### config.mk
export PLATFORM = sky130hd
export DESIGN_NAME = inst_prefetch_buffer
export DESIGN_NICKNAME = d
export VERILOG_FILES = /design/src/rtl/inst_prefetch_buffer.sv
export SDC_FILE = /design/constraint.sdc
export NUM_CORES = 1
export LEC_CHECK = 0
export CORE_MARGIN = 3
export CORE_UTILIZATION = 30
export CTS_BUF_LIST = sky130_fd_sc_hd__clkbuf_8
export DETAILED_ROUTE_END_ITERATION = 16
export GPL_TIMING_DRIVEN = 0
export MAX_ROUTING_LAYER = met4
export PLACE_DENSITY = 0.46
export SYNTH_ARGS = -nofsm -noshare
export SYNTH_HDL_FRONTEND = slang
export SYNTH_HIERARCHICAL = 1
export SYNTH_SLANG_ARGS = --single-unit
### constraint.sdc
create_clock -name Clock -period 8.4 [get_ports Clock]
set_input_delay 1.68 -clock Clock [delete_from_list [all_inputs] [get_ports Clock]]
set_output_delay 1.68 -clock Clock [all_outputs]
set_load 0.03 [all_outputs]
### src/rtl/inst_prefetch_buffer.sv
// Instruction prefetch front end: pipelined in-order word reads feeding a PC-tagged FIFO towards Fetch.
// Latency: a response reaches InstValid one cycle after MemReadDataValid.
// Backpressure: reads are credit-limited by queued plus in-flight words; Fetch stalls by holding InstReady low.

module pf_fifo #(
  parameter int W     = 32,
  parameter int DEPTH = 4
) (
  input  logic                     clk,
  input  logic                     rst_n,
  input  logic                     flush,
  input  logic                     push_vld,
  input  logic [W-1:0]             push_dat,
  input  logic                     pop_rdy,
  output logic                     head_vld,
  output logic [W-1:0]             head_dat,
  output logic [$clog2(DEPTH):0]   count
);
  localparam int AW = $clog2(DEPTH);

  logic [W-1:0]  mem [DEPTH];
  logic [AW-1:0] rd_ptr, wr_ptr;
  logic          pop_fire;

  assign head_vld = (count != '0);
  assign pop_fire = pop_rdy & head_vld;
  assign head_dat = mem[rd_ptr];

  // Storage is reset so the head reads as zero out of reset.
  always_ff @(posedge clk or negedge rst_n) begin
    if (!rst_n) begin
      rd_ptr <= '0;
      wr_ptr <= '0;
      count  <= '0;
      for (int i = 0; i < DEPTH; i++) mem[i] <= '0;
    end else if (flush) begin
      rd_ptr <= '0;
      wr_ptr <= '0;
      count  <= '0;
    end else begin
      if (push_vld) begin
        mem[wr_ptr] <= push_dat;
        wr_ptr      <= wr_ptr + 1'b1;
      end
      if (pop_fire) rd_ptr <= rd_ptr + 1'b1;
      count <= count + (AW+1)'(push_vld) - (AW+1)'(pop_fire);
    end
  end
endmodule

module inst_prefetch_buffer #(
  parameter int                   WORD_SIZE = 16,
  parameter int                   DEPTH     = 4,
  parameter logic [WORD_SIZE-1:0] RESET_PC  = '0
) (
  input  logic                 Clock,
  input  logic                 Reset_n,
  output logic                 MemRead,
  output logic [WORD_SIZE-1:0] MemAddr,
  input  logic                 MemWaitreq,
  input  logic                 MemReadDataValid,
  input  logic [WORD_SIZE-1:0] MemReadData,
  input  logic                 Redirect,
  input  logic [WORD_SIZE-1:0] RedirectAddr,
  output logic                 InstValid,
  input  logic                 InstReady,
  output logic [WORD_SIZE-1:0] InstOut,
  output logic [WORD_SIZE-1:0] InstPC
);
  localparam int CW = $clog2(DEPTH) + 1;

  typedef enum logic {IDLE, REQ} state_t;

  state_t                 state;
  logic [WORD_SIZE-1:0]   fetch_pc, resp_pc, fetch_pc_nxt;
  logic [CW-1:0]          outstanding, drop_cnt, fifo_count;
  logic [CW-1:0]          out_nxt, fifo_nxt, drop_nxt;
  logic [CW:0]            credit_sum;
  logic                   accept, push, pop, hold, stale, credit_ok, head_vld;
  logic [2*WORD_SIZE-1:0] head_dat;

  assign accept    = MemRead & ~MemWaitreq;
  assign hold      = (state == REQ) & ~accept;
  assign push      = MemReadDataValid & (drop_cnt == '0) & ~Redirect;
  assign InstValid = head_vld & ~Redirect;
  assign pop       = InstValid & InstReady;
  assign {InstOut, InstPC} = head_dat;

  pf_fifo #(.W(2*WORD_SIZE), .DEPTH(DEPTH)) u_fifo (
    .clk      (Clock),
    .rst_n    (Reset_n),
    .flush    (Redirect),
    .push_vld (push),
    .push_dat ({MemReadData, resp_pc}),
    .pop_rdy  (pop),
    .head_vld (head_vld),
    .head_dat (head_dat),
    .count    (fifo_count)
  );

  // Credit is judged on next-cycle occupancy so a freed slot is reissued immediately.
  // A request held across a Redirect (stale) fetches old data: it must not advance
  // fetch_pc and its response joins the drop count once accepted.
  always_comb begin
    out_nxt    = outstanding + CW'(accept) - CW'(MemReadDataValid);
    fifo_nxt   = Redirect ? '0 : fifo_count + CW'(push) - CW'(pop);
    credit_sum = {1'b0, fifo_nxt} + {1'b0, out_nxt};
    credit_ok  = credit_sum < (CW+1)'(DEPTH);
    if (Redirect)
      drop_nxt = out_nxt;
    else
      drop_nxt = drop_cnt - CW'(MemReadDataValid && drop_cnt != '0) + CW'(accept && stale);
    if (Redirect)
      fetch_pc_nxt = RedirectAddr;
    else if (accept && !stale)
      fetch_pc_nxt = fetch_pc + 1'b1;
    else
      fetch_pc_nxt = fetch_pc;
  end

  always_ff @(posedge Clock or negedge Reset_n) begin
    if (!Reset_n) begin
      state       <= IDLE;
      MemRead     <= 1'b0;
      MemAddr     <= RESET_PC;
      fetch_pc    <= RESET_PC;
      resp_pc     <= RESET_PC;
      outstanding <= '0;
      drop_cnt    <= '0;
      stale       <= 1'b0;
    end else begin
      outstanding <= out_nxt;
      drop_cnt    <= drop_nxt;
      fetch_pc    <= fetch_pc_nxt;
      stale       <= Redirect ? hold : (stale & ~accept);
      if (Redirect)
        resp_pc <= RedirectAddr;
      else if (push)
        resp_pc <= resp_pc + 1'b1;
      if (!hold) begin
        if (credit_ok) begin
          state   <= REQ;
          MemRead <= 1'b1;
          MemAddr <= fetch_pc_nxt;
        end else begin
          state   <= IDLE;
          MemRead <= 1'b0;
        end
      end
    end
  end
endmodule

==> flow_metrics.py <==
metrics = {
    "status": {
        "outcome": "finished, final reports clean",
    },
    "worst_setup_path": {
        "slowest_cell_on_the_critical_path": "clkdlybuf4s50_1",
        "r2r-start": "drop_cnt[1]$_DFF_PN0_",
        "timing.setup.critical_path_class": "input pin to register",
        "end_of_the_worst_register_to_register_path": "MemAddr[13]$_DFFE_PN0P_",
        "timing.critical_path.cells": "clkdlybuf4s50_1, buf_2, buf_1, nor2b_1, and2_1, ha_1, inv_1, ha_1, fa_1, xnor2_1, xnor2_1, nor2_1, ha_1, nor3_1, nand3_1, buf_2, nor4_1, nor3_1",
        "timing.critical_path.buf_inv": 5,
        "critical_path.endpoint_type": "register",
        "worst_ep_required_time_ns": 8.73,
        "critical-path-top-delay-family": "buffers and inverters",
        "slowest_delay_ns": 0.55,
        "timing.reg2reg.setup_slack_ns": 3.89,
        "timing.critical_path.from": "Redirect",
        "critPathArrivalTime_ns": 6.49,
        "worstPathMaxFanout": 10,
        "reg2regPathDepth": 15,
        "start_kind": "input pin",
        "cp_common_cell": "ha_1",
    },
    "clocking": {
        "insertion_delay_ns": 0.46,
        "cts-root-buf": "clkbuf_8",
        "maximum_root_to_sink_buffer_count": 2,
        "clkTransAtPathRegs_ns": 0.10,
        "post_cts.repair.setup_buffers": 0,
        "cts_tree": "yes",
        "post_cts_hold_buffer_count": 0,
        "postCtsResizedCells": 0,
        "htreeDepth": 4,
        "numClockSinks": 191,
        "cts_inserted_buffers": 17,
    },
    "die": {
        "die_area_um2": 33180,
        "fp.dieW_um": 182.2,
        "die_h_um": 182.2,
        "fp.coreArea_um2": 30110,
        "top_level_ports": 88,
        "floorplan.initialDensity_pct": 30.92,
        "rows": 63,
    },
    "sta": {
        "finalClockSkew_ns": 0.02335,
        "fmaxAchievable_mhz": 162.2,
        "setup_repair_after_global_routing_missed_its_margin": "false",
        "final_hold_viol_count": 0,
        "post-route-period-util_pct": 73.38,
        "finalSetupViolations": 0,
        "layout_min_cycle_time_ns": 6.164,
        "setup_ws_ns": 2.236,
        "tightestPinTransition_ns": 0.6968,
        "final-max-slew-violation-count": 0,
        "slew_headroom_pct": 53.44,
    },
    "final_layout": {
        "final_util_pct": 36.92,
        "finalNetCount": 846,
        "fin_cells": 1191,
        "antennaDiodeCount": 0,
        "drive_gt1_share_pct": 28.84,
        "syn_to_final_growth_pct": 19.39,
    },
    "drt": {
        "drtIter0Drc": 340,
        "drt_first_pass_iters": 7,
        "detailroute.via_count": 5911,
        "via_per_inst": 4.963,
        "wl_per_cell_um": 19.22,
        "drcViolationCount": 0,
        "wire_length_reported_by_the_detailed_router_um": 22890,
        "postRouteAntennaNets": 0,
    },
    "grt": {
        "grt_antenna_before_repair": 0,
        "grt_max_degree": 107,
        "gr-usage-all-layers_pct": 14.50,
        "grt_first_pass_wirelength_um": 36740,
        "grt_remaining_overflow": 0,
        "first_global_vias": 6470,
    },
    "power_and_ir_drop": {
        "total_leakage_power_uw": 0.005038,
        "power_density_of_the_placed_cells_nw_per_um2": 265.4,
        "total_power_uw": 2950,
        "max-vdd-ir-drop_mv": 0.1143,
    },
    "place": {
        "hpwlAfterDp_um": 16170,
        "buffer_ports.inserted": 87,
        "post-place-cells": 1159,
        "placement_stage_worst_setup_slack_ns": 1.667,
        "place.gp.congestion": 0.8132,
    },
    "synthesis": {
        "async_reset_ff_share_pct": 100.0,
        "yosysUniqueCellTypes": 60,
        "post_synth_inst_count": 681,
        "post_synth.cell_area_avg_um2": 13.67,
        "ys_top_cells_by_area": "dfrtp_1, mux2_2, mux4_2",
        "mappedNetlistArea_um2": 9310,
        "synthFlopType": "dfrtp_1",
        "post_synthesis_cell_type_with_the_largest_combined_area": "dfrtp_1",
        "post-synth-top-count-cell": "dfrtp_1",
        "synth-warning-count": 6,
        "synth_edf_count": 0,
        "number_of_nets_produced_by_synthesis": 739,
        "yosys_register_bits": 191,
        "seq_area_frac_synth_pct": 51.34,
        "synth.top_cell.area_share_pct": 51.34,
        "yosys-top-cells-count": "dfrtp_1, mux2_2, nor2_1",
    },
    "worst_hold_path": {
        "hold_path_cell_cnt": 2,
        "min_from": "MemAddr[11]$_DFFE_PN0P_",
        "hold-path-endpoint": "MemAddr[11]$_DFFE_PN0P_",
        "holdCritPathClass": "register to register",
    },
    "flow_run": {
        "max_cap_viol_count": 0,
    },
}
## power by group
group / switching, uW / internal [uW] / total [uW]
clock: 354 / 284 / 638
combinational: 599 / 507 / 1110
sequential: 121 / 1090 / 1210
total: 1070 / 1880 / 2950
## worst register-to-register path, delay by kind of cell (launching register included)
family        cells  cell delay [ns]
xor+xnor          2             0.33
fa+ha+maj         4             1.17
buf+inv           2             0.44
flops             1             0.48
simple gates      7             1.99
## worst max-delay path by stage
stage | end | slack [ns] | cells after the start
final | MemAddr[13]$_DFFE_PN0P_ | 2.24 | 18
after global routing | MemAddr[13]$_DFFE_PN0P_ | 1.75 | 18
after CTS | MemAddr[13]$_DFFE_PN0P_ | 2.14 | 18
after detailed placement | MemAddr[13]$_DFFE_PN0P_ | 1.67 | 18
after global placement | u_fifo/mem[56]$_DFFE_PN0P_ | -2.15 | 1
after floorplan | MemAddr[13]$_DFFE_PN0P_ | 3.13 | 17
## cells in the final DEF, fill, tap and decap left out, types with 6 or more instances in the layout
cell type	n
a21oi_1	11
a31oi_1	7
and4_1	6
buf_2	16
buf_6	8
clkbuf_8	18
clkdlybuf4s50_1	86
dfrtp_1	191
ha_1	16
inv_1	20
inv_6	6
mux2_2	110
mux2_4	30
mux4_1	9
mux4_2	23
nand2_1	31
nand3_1	9
nand4_1	14
nor2_1	44
nor2b_1	11
nor3_1	15
nor4_1	8
o31ai_1	8
xnor2_1	12
xor2_1	6
## cell families (layout without fill, tap and decap cells)
group                    Yosys count  count (layout)  synth area share, %
AO/OA/AOI/OAI                     48              48                3.588
adder cells (fa/ha/maj)           20              20                3.010
multiplexers                     179             179                27.05
XOR/XNOR                          19              19                1.935
AND/OR/NAND/NOR                  169             169                9.958
buffers and inverters             55             175                3.118
flip-flops                       191             191                51.34
## sequential cells by signal, indices dropped and copies added, names as in the netlist
signal         flops
u_fifo/mem       128
u_fifo/wr_ptr      2
u_fifo/rd_ptr      2
stale              1
MemAddr           16
outstanding        3
drop_cnt           3
fetch_pc          16
u_fifo/count       3
state              1
resp_pc           16
## cell type report
type,instances,area (um2)
plain buffers,35,215.2
fillers,2909,19000
clock inverters,14,166.4
flip-flops and latches,191,4780
multi-input cells,435,4240
repair buffers,88,903.4
clock buffers,18,247.7
well taps,390,488.0
inverters,20,75.07
## routing by layer
metal / share of wire, % / GRT usage (%)
met2: 50 / 23.81
met5: 0 / -
met1: 46 / 18.90
met4: 0.93 / 3.382
met3: 2.9 / 2.492
## metrics by stage
stage | instance area (um2) | setup TNS [ns] | hold WS [ns]
3_5_place_dp | 10700 | 0 | 0.4711
2_1_floorplan | 9310 | 0 | 0.4559
3_3_place_gp | 10670 | -405.69 | 0.4659
5_1_grt | 11120 | 0 | 0.5189
6_report | 11120 | 0 | 0.4935
4_1_cts | 11120 | 0 | 0.4993
(Power assumes the default switching activity.)
